## config.mk

```make
export PLATFORM = sky130hd
export DESIGN_NAME = cmp_32
export DESIGN_NICKNAME = d
export VERILOG_FILES = /design/src/rtl/cmp_32_pkg.sv /design/src/rtl/cmp_32_mag32.sv /design/src/rtl/cmp_32.sv
export SDC_FILE = /design/constraint.sdc
export NUM_CORES = 1
export LEC_CHECK = 0
export ABC_AREA = 1
export CAP_MARGIN = 20
export CELL_PAD_IN_SITES_DETAIL_PLACEMENT = 1
export CELL_PAD_IN_SITES_GLOBAL_PLACEMENT = 1
export CORE_MARGIN = 5
export CORE_UTILIZATION = 25
export CTS_CLUSTER_DIAMETER = 50
export DETAILED_ROUTE_END_ITERATION = 10
export HOLD_SLACK_MARGIN = 0.15
export PLACE_DENSITY = 0.85
export REMOVE_ABC_BUFFERS = 1
export SETUP_SLACK_MARGIN = 0.4
export SYNTH_ARGS = -nofsm -noshare
export SYNTH_HDL_FRONTEND = slang
export SYNTH_SLANG_ARGS = --single-unit
```

## constraint.sdc

```tcl
create_clock -name clk -period 3 [get_ports clk]
set_clock_uncertainty 0.2 [all_clocks]
set_input_delay 0.3 -clock clk [delete_from_list [all_inputs] [get_ports clk]]
set_output_delay 0.3 -clock clk [all_outputs]
set_load 0.005 [all_outputs]
```

## src/rtl/cmp_32_pkg.sv

```systemverilog
// Shared core package: branch condition codes and
// the merge rule for the comparator slice tree.
package cmp_32_pkg;

    typedef enum logic [3:0] {
        CMP_NONE = 4'b0000,
        CMP_EQ   = 4'b0001,
        CMP_NE   = 4'b0010,
        CMP_LT   = 4'b0011,
        CMP_LTU  = 4'b0100,
        CMP_GE   = 4'b0101,
        CMP_GEU  = 4'b0110
    } cmp_op_e;

    typedef struct packed {
        logic lt;
        logic eq;
    } mag_t;

    // Upper half decides unless it is equal.
    function automatic mag_t mag_merge(mag_t hi, mag_t lo);
        mag_t r;
        r.lt = hi.lt | (hi.eq & lo.lt);
        r.eq = hi.eq & lo.eq;
        return r;
    endfunction

endpackage

```

## src/rtl/cmp_32_mag32.sv

```systemverilog
// Unsigned 32-bit less-than / equal unit built as
// a three-level tree over eight 4-bit slices.
module cmp_mag32
    import cmp_32_pkg::*;
(
    input  logic [31:0] a,
    input  logic [31:0] b,
    output logic        lt,
    output logic        eq
);

    mag_t w_l0 [8];
    mag_t w_l1 [4];
    mag_t w_l2 [2];
    mag_t w_l3;

    for (genvar g = 0; g < 8; g++) begin : g_slice
        assign w_l0[g].lt = a[4*g +: 4] < b[4*g +: 4];
        assign w_l0[g].eq = a[4*g +: 4] == b[4*g +: 4];
    end

    for (genvar g = 0; g < 4; g++) begin : g_lvl1
        assign w_l1[g] = mag_merge(w_l0[2*g+1], w_l0[2*g]);
    end

    for (genvar g = 0; g < 2; g++) begin : g_lvl2
        assign w_l2[g] = mag_merge(w_l1[2*g+1], w_l1[2*g]);
    end

    assign w_l3 = mag_merge(w_l2[1], w_l2[0]);
    assign lt   = w_l3.lt;
    assign eq   = w_l3.eq;

endmodule

```

## src/rtl/cmp_32.sv

```systemverilog
// Branch-condition comparator: combinational take bit
// plus a registered copy for pipeline observation.
module cmp_32
    import cmp_32_pkg::*;
(
    input  logic        clk,
    input  logic        rst_n,
    input  logic [31:0] a,
    input  logic [31:0] b,
    input  logic [3:0]  ctrl,
    output logic        c,
    output logic        c_q
);

    logic w_ult;
    logic w_eq;
    logic w_slt;
    logic w_c;
    logic r_c_q;

    cmp_mag32 u_mag (
        .a  (a),
        .b  (b),
        .lt (w_ult),
        .eq (w_eq)
    );

    // Mixed signs: the operand with bit 31 set is smaller.
    assign w_slt = (a[31] ^ b[31]) ? a[31] : w_ult;

    always_comb begin
        w_c = 1'b0;
        case (ctrl)
            CMP_EQ:  w_c = w_eq;
            CMP_NE:  w_c = ~w_eq;
            CMP_LT:  w_c = w_slt;
            CMP_LTU: w_c = w_ult;
            CMP_GE:  w_c = ~w_slt;
            CMP_GEU: w_c = ~w_ult;
            default: w_c = 1'b0;
        endcase
    end

    always_ff @(posedge clk or negedge rst_n) begin
        if (!rst_n) r_c_q <= 1'b0;
        else        r_c_q <= w_c;
    end

    assign c   = w_c;
    assign c_q = r_c_q;

endmodule

```

After elaboration in Yosys (flattened, before gate mapping)
Cells that the tools add are included.
{ "totals": {"romBits": 0, "memories": 0, "output_inout_bits": 2, "ff_bits": 1, "latch_bits": 0, "inputBits": 70, "elab_cells": 50, "mem_bits_rw": 0} }
{ "op_classes": {"n_addsub": 0, "n_mul": 0, "n_eq_ne": 14, "shifts": 0, "mux": 2, "reduce_logical": 0, "n_lt_le_gt_ge": 8, "bitwise": 25, "n_div": 0} }
{ "ops": {"columns": ["op", "count"], "rows": [
  ["$eq A4 B4 Y1", 8],
  ["$lt A4 B4 Y1", 8],
  ["$and A1 B1 Y1", 14],
  ["$eq A4 B3 Y1 const B", 3],
  ["$eq A4 B2 Y1 const B", 2],
  ["$or A1 B1 Y1", 7],
  ["$pmux W1 S6", 1],
  ["$eq A4 B1 Y1 const B", 1],
  ["$not A1 Y1", 3],
  ["$mux W1", 1],
  ["$xor A1 B1 Y1", 1]
]} }

Logic depth before layout (Yosys ltp)
{ "depth": {"ltp_word": 10, "ltp_mapped": 16, "mapped_depth_nobuf": 16} }

Hierarchy
A second synthesis with hierarchy kept.
{ "unflattened": {"cells_unflattened": 172, "hier_area_um2": 1013.5} }
{ "by_module_without_submodules": {"columns": ["module", "area_per_inst_um2", "cells_per_inst", "n_inst", "seq_area_each_um2"], "rows": [
  ["cmp_mag32", 905.9, 151, 1, 0.0],
  ["cmp_32", 107.6, 21, 1, 25.0]
]} }

Least setup slack after synthesis
Ideal clock, no wire load.
{ "synth_timing": {"path_kind": "input -> output", "from": "input b[23]", "to": "output c", "n_path_buf": 0, "t_arrival_ns": 1.388, "slack_ns": 1.112, "cell_stages": 13, "t_required_ns": 2.500, "path_cell_list": "inv_1 ha_1 nand2_2 nor2_4 nand4_2 nor2_2 nand2_1 nand2_1 o21ai_1 inv_1 nand2_1 nor2_1 nand3_1"} }
{ "synth_via": {"elab_chain_cells": 9, "word_cells_on_any_way": 16, "cone_classes": "1 x order compare; 1 x eq/ne; 2 x mux; 12 x bitwise"} }
{ "synth_rtl": {"columns": ["element", "line", "rtl"], "rows": [
  ["from (decl)", "cmp_32.sv:9", "input logic [31:0] b,"],
  ["parallel branches: the longest is 8 deep, another holds $lt A4 B4 Y1", null, null],
  ["$pmux W1 S6 (*)", "cmp_32.sv:33", "case (ctrl)"],
  ["to (decl)", "cmp_32.sv:11", "output logic c,"]
]} }
Mark *: on every way between the ends.

Worst setup path in the final report
{ "layout_timing": {"from": "input a[27]", "to": "register r_c_q, in the netlist c_q"} }
{ "layout_via": {"elab_chain_cells": 8, "word_cells_on_any_way": 16, "cone_classes": "1 x order compare; 1 x eq/ne; 2 x mux; 12 x bitwise"} }
{ "layout_rtl": {"columns": ["element", "line", "rtl"], "rows": [
  ["from (decl)", "cmp_32.sv:8", "input logic [31:0] a,"],
  ["$lt A4 B4 Y1 or $eq A4 B4 Y1 (tied branches)", "cmp_32_mag32.sv:18, cmp_32_mag32.sv:19", null],
  ["$and A1 B1 Y1, on equally long branches", "cmp_32_pkg.sv:23, cmp_32_pkg.sv:24", null],
  ["$or A1 B1 Y1 (tied with other cells)", "cmp_32_pkg.sv:23", "r.lt = hi.lt | (hi.eq & lo.lt);"],
  ["$or A1 B1 Y1 or $and A1 B1 Y1 (tied branches)", "cmp_32_pkg.sv:23", null],
  ["$or A1 B1 Y1", "cmp_32_pkg.sv:23", null],
  ["$mux W1", "cmp_32.sv:29", "assign w_slt = (a[31] ^ b[31]) ? a[31] : w_ult;"],
  ["$not A1 Y1", "cmp_32.sv:38", "CMP_GE: w_c = ~w_slt;"],
  ["$pmux W1 S6 (*)", "cmp_32.sv:33", null],
  ["to (signal assigned)", "cmp_32.sv:46", "else r_c_q <= w_c;"],
  ["to (decl)", "cmp_32.sv:19", "logic r_c_q;"]
]} }
Every way passes the cells marked *; elsewhere a longest branch is shown, timed or not.

==> summary.md <==
### Synthesis
• 1 — number of synthesized register bits
• 180 — gate count after technology mapping
• 6.006 um^2 — Avg Inst Size Synth
• 1081 um^2 — area of the mapped netlist
• 0 — Yosys warning count
• 0.02315 — sequential cell area fraction in the yosys report
• 19 — number of distinct library cells after synthesis

### Floorplan
• 75.76 um — overall die height
• 4264 um^2 — core footprint
• 0.2535 — starting utilization of the core area
• 72 — I/O pins
• 5740 um^2 — floorplan die area
• 24 — count of standard-cell rows
• 75.76 um — Die Width

### Global route
• 0 — overflow left after global routing
• 5 — maximum number of pins on one net before global-route repair
• 0.1363 — global-route total usage across every layer
• 1541 — via count of the first global-routing pass
• 0 — initial antenna violation count
• 6.258 mm — wire length of the first global-routing pass

### Pwr
• 0.952 — power share of the combinational group
• 0.001318 uW — LEAKAGE
• 137.7 nW/um^2 — cell area power density
• 180.3 uW — cell internal pwr
• 0.048 — share of total power in sequential cells
• 0.4390 — fraction of power spent switching nets
• 141.1 uW — switching power total
• 0.04584 mV — maximum ir drop on the vdd rail
• 0 — clock network fraction of total power

### Placed design
• 2.988 mm — Final HPWL DP
• -0.07410 ns — worst slack at placement
• 71 — count of port buffers added during placement
• 1857 um^2 — total placed instance area
• 0.6704 — routability cong.

### Worst setup path
• input port — Critical Path Start Type
• a[27] — crit path from
• input port to flop — type of the setup path with the least slack
• flop — Worst Setup End Kind
• 2.68 ns — data required time of the worst path
• 2 — crit-path max FO
• 2.22 ns — critical path data arrival time

### Detailed routing
• 4.450 — vias per cell
• 1393 — routed vias
• 0 — DRC violation count after routing
• 21 — violation count after the first detailed-route iteration
• 13.54 um — routed wire length per instance
• 0 — number of antenna-violating nets in the routed design
• 4 — first-pass detailed-route iteration total
• 4.238 mm — post-detailed-routing wire length

### Finish
• 0.5475 — share of the core filled with cells in the final layout
• 2335 um^2 — final std cell area, no fill
• 365 — post-layout net count
• 1 — Largest register FFs
• 0.3525 — layout cell share with drive strength beyond 1
• 116.0% — area growth from synthesis to final layout
• 0 — count of antenna diodes in the layout

### Min path
• input port to async pin — min-delay worst type

### Timing
• 0.4638 ns — final worst-path setup slack
• 0 — Final Max Slew Viols
• false — RSZ-0062 raised after global routing
• 0.8454 — Tcrit/Tclk final
• 0.8256 — worst slew slack as a fraction of its limit
• 0.2595 ns — Worst Max-Slew Pin Slew
• 0 — count of final hold-check violations
• 0 — final-report setup violation count
• 2.536 ns — minimum clock period
• 394.3 MHz — highest achievable clock rate
• 0.2633 ns — worst hold margin

### Outcome
• complete, no violations — status

### CTS
• 0 — number of hold-repair buffers added at the cts stage
• 0 ns — clock-pin slew reported for the worst setup and hold paths after clock tree synthesis

### Flow run
• 0 — number of maximum-capacitance violations

## per-layer routing
layer	track usage	wire length (um)
met1	0.1353	1430
met2	0.3051	2559
met3	0.009235	231
met4	0.009709	17
met5	0	0
## stage by stage
step,cells,setup TNS (ns),total power [uW]
after global routing,313,0,357.0
final,313,0,321.5
after global placement,303,0,236.7
after CTS,309,0,287.7
after floorplan,180,0,122.2
after detailed placement,303,-0.07410,245.7
## synth_stat cells
library cell	count	area share
sky130_fd_sc_hd__inv_2	2	0.0069
sky130_fd_sc_hd__ha_1	32	0.37
sky130_fd_sc_hd__dfrtp_1	1	0.023
sky130_fd_sc_hd__a21o_1	2	0.014
sky130_fd_sc_hd__o21ai_1	2	0.0093
sky130_fd_sc_hd__o21bai_1	4	0.028
sky130_fd_sc_hd__nor3_2	1	0.0093
sky130_fd_sc_hd__nor3_1	4	0.019
sky130_fd_sc_hd__nand2_1	36	0.13
sky130_fd_sc_hd__nor2_1	15	0.052
sky130_fd_sc_hd__inv_1	54	0.19
sky130_fd_sc_hd__a21oi_1	8	0.037
sky130_fd_sc_hd__or2_2	1	0.0058
sky130_fd_sc_hd__nand4_2	2	0.023
sky130_fd_sc_hd__nor2_4	1	0.010
sky130_fd_sc_hd__a21oi_2	1	0.0081
sky130_fd_sc_hd__nand2_2	5	0.029
sky130_fd_sc_hd__nor2_2	1	0.0058
sky130_fd_sc_hd__nand3_1	8	0.037
## critical path, stage by stage
cell and delay (ns):
sky130_fd_sc_hd__dlygate4sd2_1 0.26, sky130_fd_sc_hd__ha_4 0.27, sky130_fd_sc_hd__nand2_1 0.08, sky130_fd_sc_hd__nor2_2 0.14
sky130_fd_sc_hd__nand4_4 0.14, sky130_fd_sc_hd__nor2_4 0.12, sky130_fd_sc_hd__nand2_2 0.07, sky130_fd_sc_hd__nand2_1 0.05
sky130_fd_sc_hd__o21ai_1 0.05, sky130_fd_sc_hd__inv_1 0.09, sky130_fd_sc_hd__nand2_2 0.07, sky130_fd_sc_hd__nor2_2 0.11
sky130_fd_sc_hd__nand3_2 0.11, sky130_fd_sc_hd__buf_6 0.12, sky130_fd_sc_hd__buf_4 0.11, sky130_fd_sc_hd__buf_4 0.12
## timing repair
action | in CTS | in global routing
resized for setup | 104 | 49
pin swaps | 50 | 42
buffers inserted | 6 | 4
setup endpoints to repair | 1 | 2
## cell type report
class	instances	area (um^2)
Fill cell	528	1929
Multi-Input combinational cell	123	1249
Sequential cell	1	25.02
Inverter	56	210.2
Timing Repair Buffer	81	785.8
Tap cell	52	65.06
## cell families after synthesis
family,Yosys count,synth area share
buffers and inverters,56,0.1944
DFF,1,0.02314
adders and majority gates,32,0.3704
AOI/OAI and AO/OA,17,0.09607
and+or+nand+nor,74,0.3160
## path summary, 6_finish.rpt
| check | end | depth (start not counted) | slack, ns |
|---|---|---|---|
| worst max-delay path | c_q$_DFF_PN0_ | 16 | 0.46 |
| worst min-delay path | c_q$_DFF_PN0_ | 1 | 0.26 |
| max in group asynchronous | c_q$_DFF_PN0_ | 1 | 2.23 |
| min in group clk | c_q | 1 | 0.89 |
## power groups by stage
stage | combinational, uW | sequential [uW] | clock [uW]
2_1_floorplan | 107 | 15.5 | 0
3_3_place_gp | 221 | 15.4 | 0
3_5_place_dp | 230 | 15.8 | 0
4_1_cts | 272 | 15.8 | 0
5_1_grt | 341 | 15.7 | 0
6_report | 306 | 15.6 | 0
## layout by cell type, fill, tap and decap left out, drive strengths merged, types with 4 or more instances in the layout
cell,n
clkdlybuf4s15,5
inv,56
dlymetal6s2s,19
buf,11
nand3,8
clkdlybuf4s50,6
o21bai,4
ha,32
nor3,5
a21oi,9
dlygate4sd2,40
nand2,41
nor2,17
(Power assumes the default switching activity.)
